`src/rtl/obc_bitplane_accumulator.sv`:
```
// OBC bit-plane accumulator: sums eight ROM words per plane and Horner-combines DATA_W planes (MSB/sign plane first) plus offset.
// Optional macro OBC_SAT_EN adds a ROM_W-wide saturated copy of the result (out_sat) and a clamp flag (sat_flag).
module obc_bitplane_accumulator #(
    parameter int DATA_W = 16,
    parameter int ROM_W  = 32,
    parameter int ACC_W  = ROM_W + 3 + DATA_W
) (
    input  logic                    clk,
    input  logic                    rst_n,
    input  logic                    clear,
    input  logic                    in_valid,
    input  logic signed [ROM_W-1:0] rom_word0,
    input  logic signed [ROM_W-1:0] rom_word1,
    input  logic signed [ROM_W-1:0] rom_word2,
    input  logic signed [ROM_W-1:0] rom_word3,
    input  logic signed [ROM_W-1:0] rom_word4,
    input  logic signed [ROM_W-1:0] rom_word5,
    input  logic signed [ROM_W-1:0] rom_word6,
    input  logic signed [ROM_W-1:0] rom_word7,
    input  logic signed [ROM_W-1:0] offset_in,
    output logic                    busy,
    output logic                    out_valid,
    output logic signed [ACC_W-1:0] out_data
`ifdef OBC_SAT_EN
    ,
    output logic signed [ROM_W-1:0] out_sat,
    output logic        [0:0]       sat_flag
`endif
);

    localparam int CNT_W = $clog2(DATA_W);
    localparam logic [CNT_W-1:0] LAST_PLANE = CNT_W'(DATA_W - 1);

    typedef enum logic {
        S_IDLE,
        S_ACCUM
    } state_t;

    state_t                    r_state;
    state_t                    w_state_nxt;
    logic signed [ACC_W-1:0]   r_acc;
    logic signed [ACC_W-1:0]   w_acc_nxt;
    logic        [CNT_W-1:0]   r_cnt;
    logic        [CNT_W-1:0]   w_cnt_nxt;
    logic                      r_busy;
    logic                      r_out_valid;
    logic signed [ACC_W-1:0]   r_out_data;
    logic                      w_done;

    logic signed [ROM_W-1:0]   w_words [8];
    logic signed [ACC_W-1:0]   w_psum;
    logic signed [ACC_W-1:0]   w_horner;
    logic signed [ACC_W-1:0]   w_result;

    assign w_words = '{rom_word0, rom_word1, rom_word2, rom_word3,
                       rom_word4, rom_word5, rom_word6, rom_word7};

    // Combinational plane sum, sign-extended before adding so no carry is lost.
    always_comb begin
        w_psum = '0;
        for (int i = 0; i < 8; i++) begin
            w_psum = w_psum + ACC_W'(w_words[i]);
        end
    end

    assign w_horner = (r_acc <<< 1) + w_psum;
    assign w_result = w_horner + ACC_W'(offset_in);

    always_comb begin
        w_state_nxt = r_state;
        w_acc_nxt   = r_acc;
        w_cnt_nxt   = r_cnt;
        w_done      = 1'b0;
        case (r_state)
            S_IDLE: begin
                if (in_valid) begin
                    // First plane carries the sign weight, hence the negation.
                    w_acc_nxt   = -w_psum;
                    w_cnt_nxt   = CNT_W'(1);
                    w_state_nxt = S_ACCUM;
                end
            end
            S_ACCUM: begin
                if (in_valid) begin
                    if (r_cnt == LAST_PLANE) begin
                        w_done      = 1'b1;
                        w_cnt_nxt   = '0;
                        w_state_nxt = S_IDLE;
                    end else begin
                        w_acc_nxt = w_horner;
                        w_cnt_nxt = r_cnt + CNT_W'(1);
                    end
                end
            end
            default: begin
                w_state_nxt = S_IDLE;
            end
        endcase
        if (clear) begin
            w_state_nxt = S_IDLE;
            w_acc_nxt   = '0;
            w_cnt_nxt   = '0;
            w_done      = 1'b0;
        end
    end

    always_ff @(posedge clk or negedge rst_n) begin
        if (!rst_n) begin
            r_state     <= S_IDLE;
            r_acc       <= '0;
            r_cnt       <= '0;
            r_busy      <= 1'b0;
            r_out_valid <= 1'b0;
            r_out_data  <= '0;
        end else begin
            r_state     <= w_state_nxt;
            r_acc       <= w_acc_nxt;
            r_cnt       <= w_cnt_nxt;
            r_busy      <= (w_state_nxt == S_ACCUM);
            r_out_valid <= w_done;
            if (w_done) begin
                r_out_data <= w_result;
            end
        end
    end

    assign busy      = r_busy;
    assign out_valid = r_out_valid;
    assign out_data  = r_out_data;

`ifdef OBC_SAT_EN
    localparam logic signed [ACC_W-1:0] SAT_ONE = ACC_W'(1);
    localparam logic signed [ACC_W-1:0] SAT_MAX = (SAT_ONE <<< (ROM_W - 1)) - SAT_ONE;
    localparam logic signed [ACC_W-1:0] SAT_MIN = -(SAT_ONE <<< (ROM_W - 1));

    function automatic logic sat_hit(input logic signed [ACC_W-1:0] v);
        return (v > SAT_MAX) || (v < SAT_MIN);
    endfunction

    function automatic logic signed [ROM_W-1:0] sat_clamp(input logic signed [ACC_W-1:0] v);
        logic signed [ACC_W-1:0] c;
        if (v > SAT_MAX) begin
            c = SAT_MAX;
        end else if (v < SAT_MIN) begin
            c = SAT_MIN;
        end else begin
            c = v;
        end
        return c[ROM_W-1:0];
    endfunction

    logic signed [ROM_W-1:0] r_out_sat;
    logic                    r_sat_flag;

    always_ff @(posedge clk or negedge rst_n) begin
        if (!rst_n) begin
            r_out_sat  <= '0;
            r_sat_flag <= 1'b0;
        end else if (w_done) begin
            r_out_sat  <= sat_clamp(w_result);
            r_sat_flag <= sat_hit(w_result);
        end
    end

    assign out_sat  = r_out_sat;
    assign sat_flag = r_sat_flag;
`endif

endmodule

```
`config.mk`:
```
export PLATFORM = sky130hd
export DESIGN_NAME = obc_bitplane_accumulator
export DESIGN_NICKNAME = d
export VERILOG_FILES = /design/src/rtl/obc_bitplane_accumulator.sv
export SDC_FILE = /design/constraint.sdc
export NUM_CORES = 1
export LEC_CHECK = 0
export CAP_MARGIN = 20
export CORE_MARGIN = 3
export CORE_UTILIZATION = 30
export DETAILED_ROUTE_END_ITERATION = 8
export GPL_TIMING_DRIVEN = 0
export SLEW_MARGIN = 15
export SYNTH_ARGS = -nofsm -noshare
export SYNTH_HDL_FRONTEND = slang
export SYNTH_SLANG_ARGS = --single-unit
```
`constraint.sdc`:
```
create_clock -name clk -period 6.85 [get_ports clk]
set_input_delay 1.37 -clock clk [delete_from_list [all_inputs] [get_ports clk]]
set_output_delay 1.37 -clock clk [all_outputs]
set_load 0.05 [all_outputs]
```
==> summary.txt <==
Status
  • Outcome: finished with violations
  • Violated checks: setup timing

Worst setup path
  • Crit Path Class: in2reg
  • Required time worst endpoint: 7.10 ns
  • Crit-path leading delay family: compound AO/OA/AOI/OAI gates
  • Critical path buffer and inverter count: 11
  • Worst Setup End Kind: register
  • CP max-delay cell: fa_1
  • Max incr delay on CP: 0.54 ns
  • Most frequent CP cell: inv_2
  • Critical Path AT: 9.60 ns
  • CP Max Fanout: 5
  • Startpoint types: input pin

Synth
  • Most area-hungry cell type in the Yosys netlist: fa_1
  • Post-synth ARST share: 100.0%
  • Post-Syn Nets: 2,878
  • Most used DFF post-synth: dfrtp_1
  • Post-synthesis instance total: 2,247
  • Mean Syn Cell Area: 8.094 um^2
  • Number of flops mapped to enable cells by yosys: 0
  • Synth top area cells: fa_1, dfrtp_1, inv_1, ha_1, xnor2_1
  • Sequential share of the synthesized area: 14.72%
  • Mapped cell area: 0.01819 mm^2
  • Share of the synthesized area in the top cell type: 21.79%
  • Netlist cell types: 89
  • Yosys warns: 0
  • Seq cells post-synth: 107

Timing
  • Final setup violation count: 71
  • Part of the cycle the worst path needs: 136.6%
  • Total Neg Setup Slack: -90.05 ns
  • Fmax: 106.9 MHz
  • RSZ-0062 raised after global routing: yes
  • Final Hold Viols: 0
  • Max Slew Vio Count: 0
  • Tightest Pin Transition: 0.8529 ns
  • Post-layout min period: 9.358 ns
  • Final worst clock skew: 0.008909 ns
  • Slew Limit Headroom: 42.70%
  • Post-route setup slack: -2.508 ns

Drt
  • Routed vias: 18,553
  • WL per Instance: 17.22 um
  • Initial DRC Count: 957
  • Post-DRT Antenna Nets: 0
  • Post-Route WL: 63,950 um
  • Drt pass-1 iters: 5
  • Via-to-Cell Ratio: 4.997
  • Residual DRC: 0

Clock network
  • TritonCTS clock tree: built
  • Clk_lat worst skew: 0.39 ns
  • Clock transition at the registers of the reported paths: 0.07 ns
  • H-Tree Depth: 3
  • Clk root buf: clkbuf_16
  • Hold-fix buffers at CTS: 0
  • Clk sinks: 107
  • CTS max path bufs: 2
  • Inserted Clock Buffers: 9

Cells and area
  • Number of fill cells in the layout: 5,270
  • Layout cells sized above 1: 38.28%
  • Reg area: 0.002678 mm^2
  • Synth-to-Final Area Change: 66.04%
  • Nets@finish: 3,567
  • Multi-input logic area: 0.01781 mm^2

GRT
  • Initial antenna violation count: 1
  • First-pass GRT wire length: 97,340 um
  • GRT Overall Usage: 18.77%
  • Vias in the first global route: 18,866
  • Largest net degree at the start of global routing: 57
  • Congestion Overflow GR: 0

Floorplanning
  • Core area: 0.05946 mm^2
  • Initial Utilization: 30.59%
  • # IOs: 345
  • Row cnt: 89
  • DIE AREA: 0.06361 mm^2
  • Die height: 252.2 um
  • Die width: 252.2 um

Hold path
  • Worst Hold Class: reg2reg

Job
  • Max Cap Violations: 0

Placement
  • Post-detail-place hpwl: 47,920 um
  • Number of port buffers: 343
  • Placer Congestion: 0.8783
timing repair:
| action | 4_1_cts | 5_1_grt |
|---|---|---|
| buffers inserted | 222 | 175 |
| endpoints found under the setup margin | 83 | 81 |
| resized for setup | 607 | 485 |
| pin swaps | 318 | 354 |
tightest hold or removal path, delay by kind of cell (launching register included):
| kind | cells | cell delay (ns) |
|---|---|---|
| and+or+nand+nor | 1 | 0.05 |
| DFF | 1 | 0.34 |
| AOI/OAI and AO/OA | 1 | 0.06 |
layer usage:
metal / vias to the layer above / wire, um / GRT usage [%]
li1: 8798 / - / -
met1: 9073 / 27140 / 24.10
met2: 581 / 32080 / 33.21
met3: 101 / 2696 / 1.554
met4: 0 / 2035 / 6.575
met5: - / 0 / 0
flip-flops by register name (all words and copies together) (netlist names):
name / count
out_data: 51
r_acc: 50
r_cnt: 4
busy: 1
out_valid: 1
cells in the mapped netlist (8+ instances only):
cell type,number
or3_1,9
nor2b_1,16
nor4_1,9
clkbuf_1,52
xor2_1,54
nand2_1,171
and4_1,11
a211oi_1,29
o21a_1,18
a31oi_1,13
o31ai_1,10
inv_1,501
nand2b_1,18
and3_1,25
a21oi_1,151
nand4_1,24
ha_1,141
nor3_1,38
o21ai_1,8
dfrtp_1,107
a21o_1,70
nand3_1,47
o211ai_1,19
nor2_1,110
o21ai_0,116
xnor2_1,90
buf_2,8
a311oi_1,11
a211o_1,12
o21bai_1,16
fa_1,198
and2_1,15
a22oi_1,8
layout by cell type, fill, tap and decap left out, types with 14 or more instances in the layout:
cell,synthesis,final
inv_1,501,351
buf_4,1,295
clkdlybuf4s50_1,0,223
fa_1,198,171
nand2_1,171,147
inv_2,0,142
dfrtp_1,107,107
nor2_1,110,85
ha_4,0,81
a21oi_1,151,75
a21o_1,70,67
a21oi_2,1,58
buf_6,0,57
o21ai_1,8,57
ha_1,141,47
xnor2_1,90,45
dlygate4sd2_1,0,45
o21ai_0,116,38
clkbuf_1,52,34
xnor2_2,1,33
nand3_1,47,30
xor2_1,54,29
fa_2,0,27
nand4_1,24,24
nor3_1,38,21
clkbuf_2,0,20
a21oi_4,0,19
buf_2,8,19
o211ai_1,19,19
and3_1,25,17
o21ai_2,1,16
o21ai_4,1,15
nand2b_1,18,15
nor2_2,1,14
nand2_2,0,14
clkdlybuf4s15_1,0,14
dlymetal6s2s_1,0,14
kinds of logic (layout without fill, tap and decap cells):
kind of cell    after synthesis  count (layout)  synth area share [%]
flops                       107             107                 14.72
xor+xnor                    145             145                 7.024
compound gates              556             556                 20.25
fa+ha+maj                   339             339                 31.49
mux                           9               9                0.5160
buf+inv                     568            1260                 11.80
other cells                   0               1                     0
simple gates                523             523                 14.20
through the flow:
step / setup slack [ns] / utilization (%) / area [um^2] / instances / hold slack, ns
global route: -2.827 / 50.78 / 30200 / 3713 / 0.5124
floorplan: -2.150 / - / 19160 / 2247 / 0.4984
global placement: -4.101 / 39.61 / 23560 / 3363 / 0.4666
CTS: -2.423 / 45.95 / 27330 / 3586 / 0.4866
finish: -2.508 / 50.78 / 30200 / 3713 / 0.4820
detailed placement: -4.111 / 39.66 / 23590 / 3364 / 0.4701
worst paths after layout:
| kind | cells past startpoint | start | slack (ns) | to |
|---|---|---|---|---|
| min | 2 | out_data[28] | 0.48 | out_data[28] |
| max in group asynchronous | 2 | rst_n | 5.24 | r_acc[6] |
| min in group asynchronous | 1 | rst_n | 0.90 | out_data[48] |
| max | 40 | rom_word0[5] | -2.51 | out_data[49] |
| max reg2reg | 24 | r_acc[0] | 1.46 | out_data[49] |
| min reg2reg | 2 | out_data[28] | 0.48 | out_data[28] |
layout make-up:
class | count | share of cell area, %
clock inverters | 5 | 0.4226
clock buffers | 9 | 0.7458
multi-input cells | 1572 | 58.97
flip-flops and latches | 107 | 8.866
repair buffers | 697 | 20.59
plain buffers | 46 | 0.8079
inverters | 503 | 6.385
well taps | 773 | 3.203
diodes | 1 | 0.008286
Power is not shown: default switching activity piles up to over one toggle a cycle in this logic, so the estimate is an artifact.
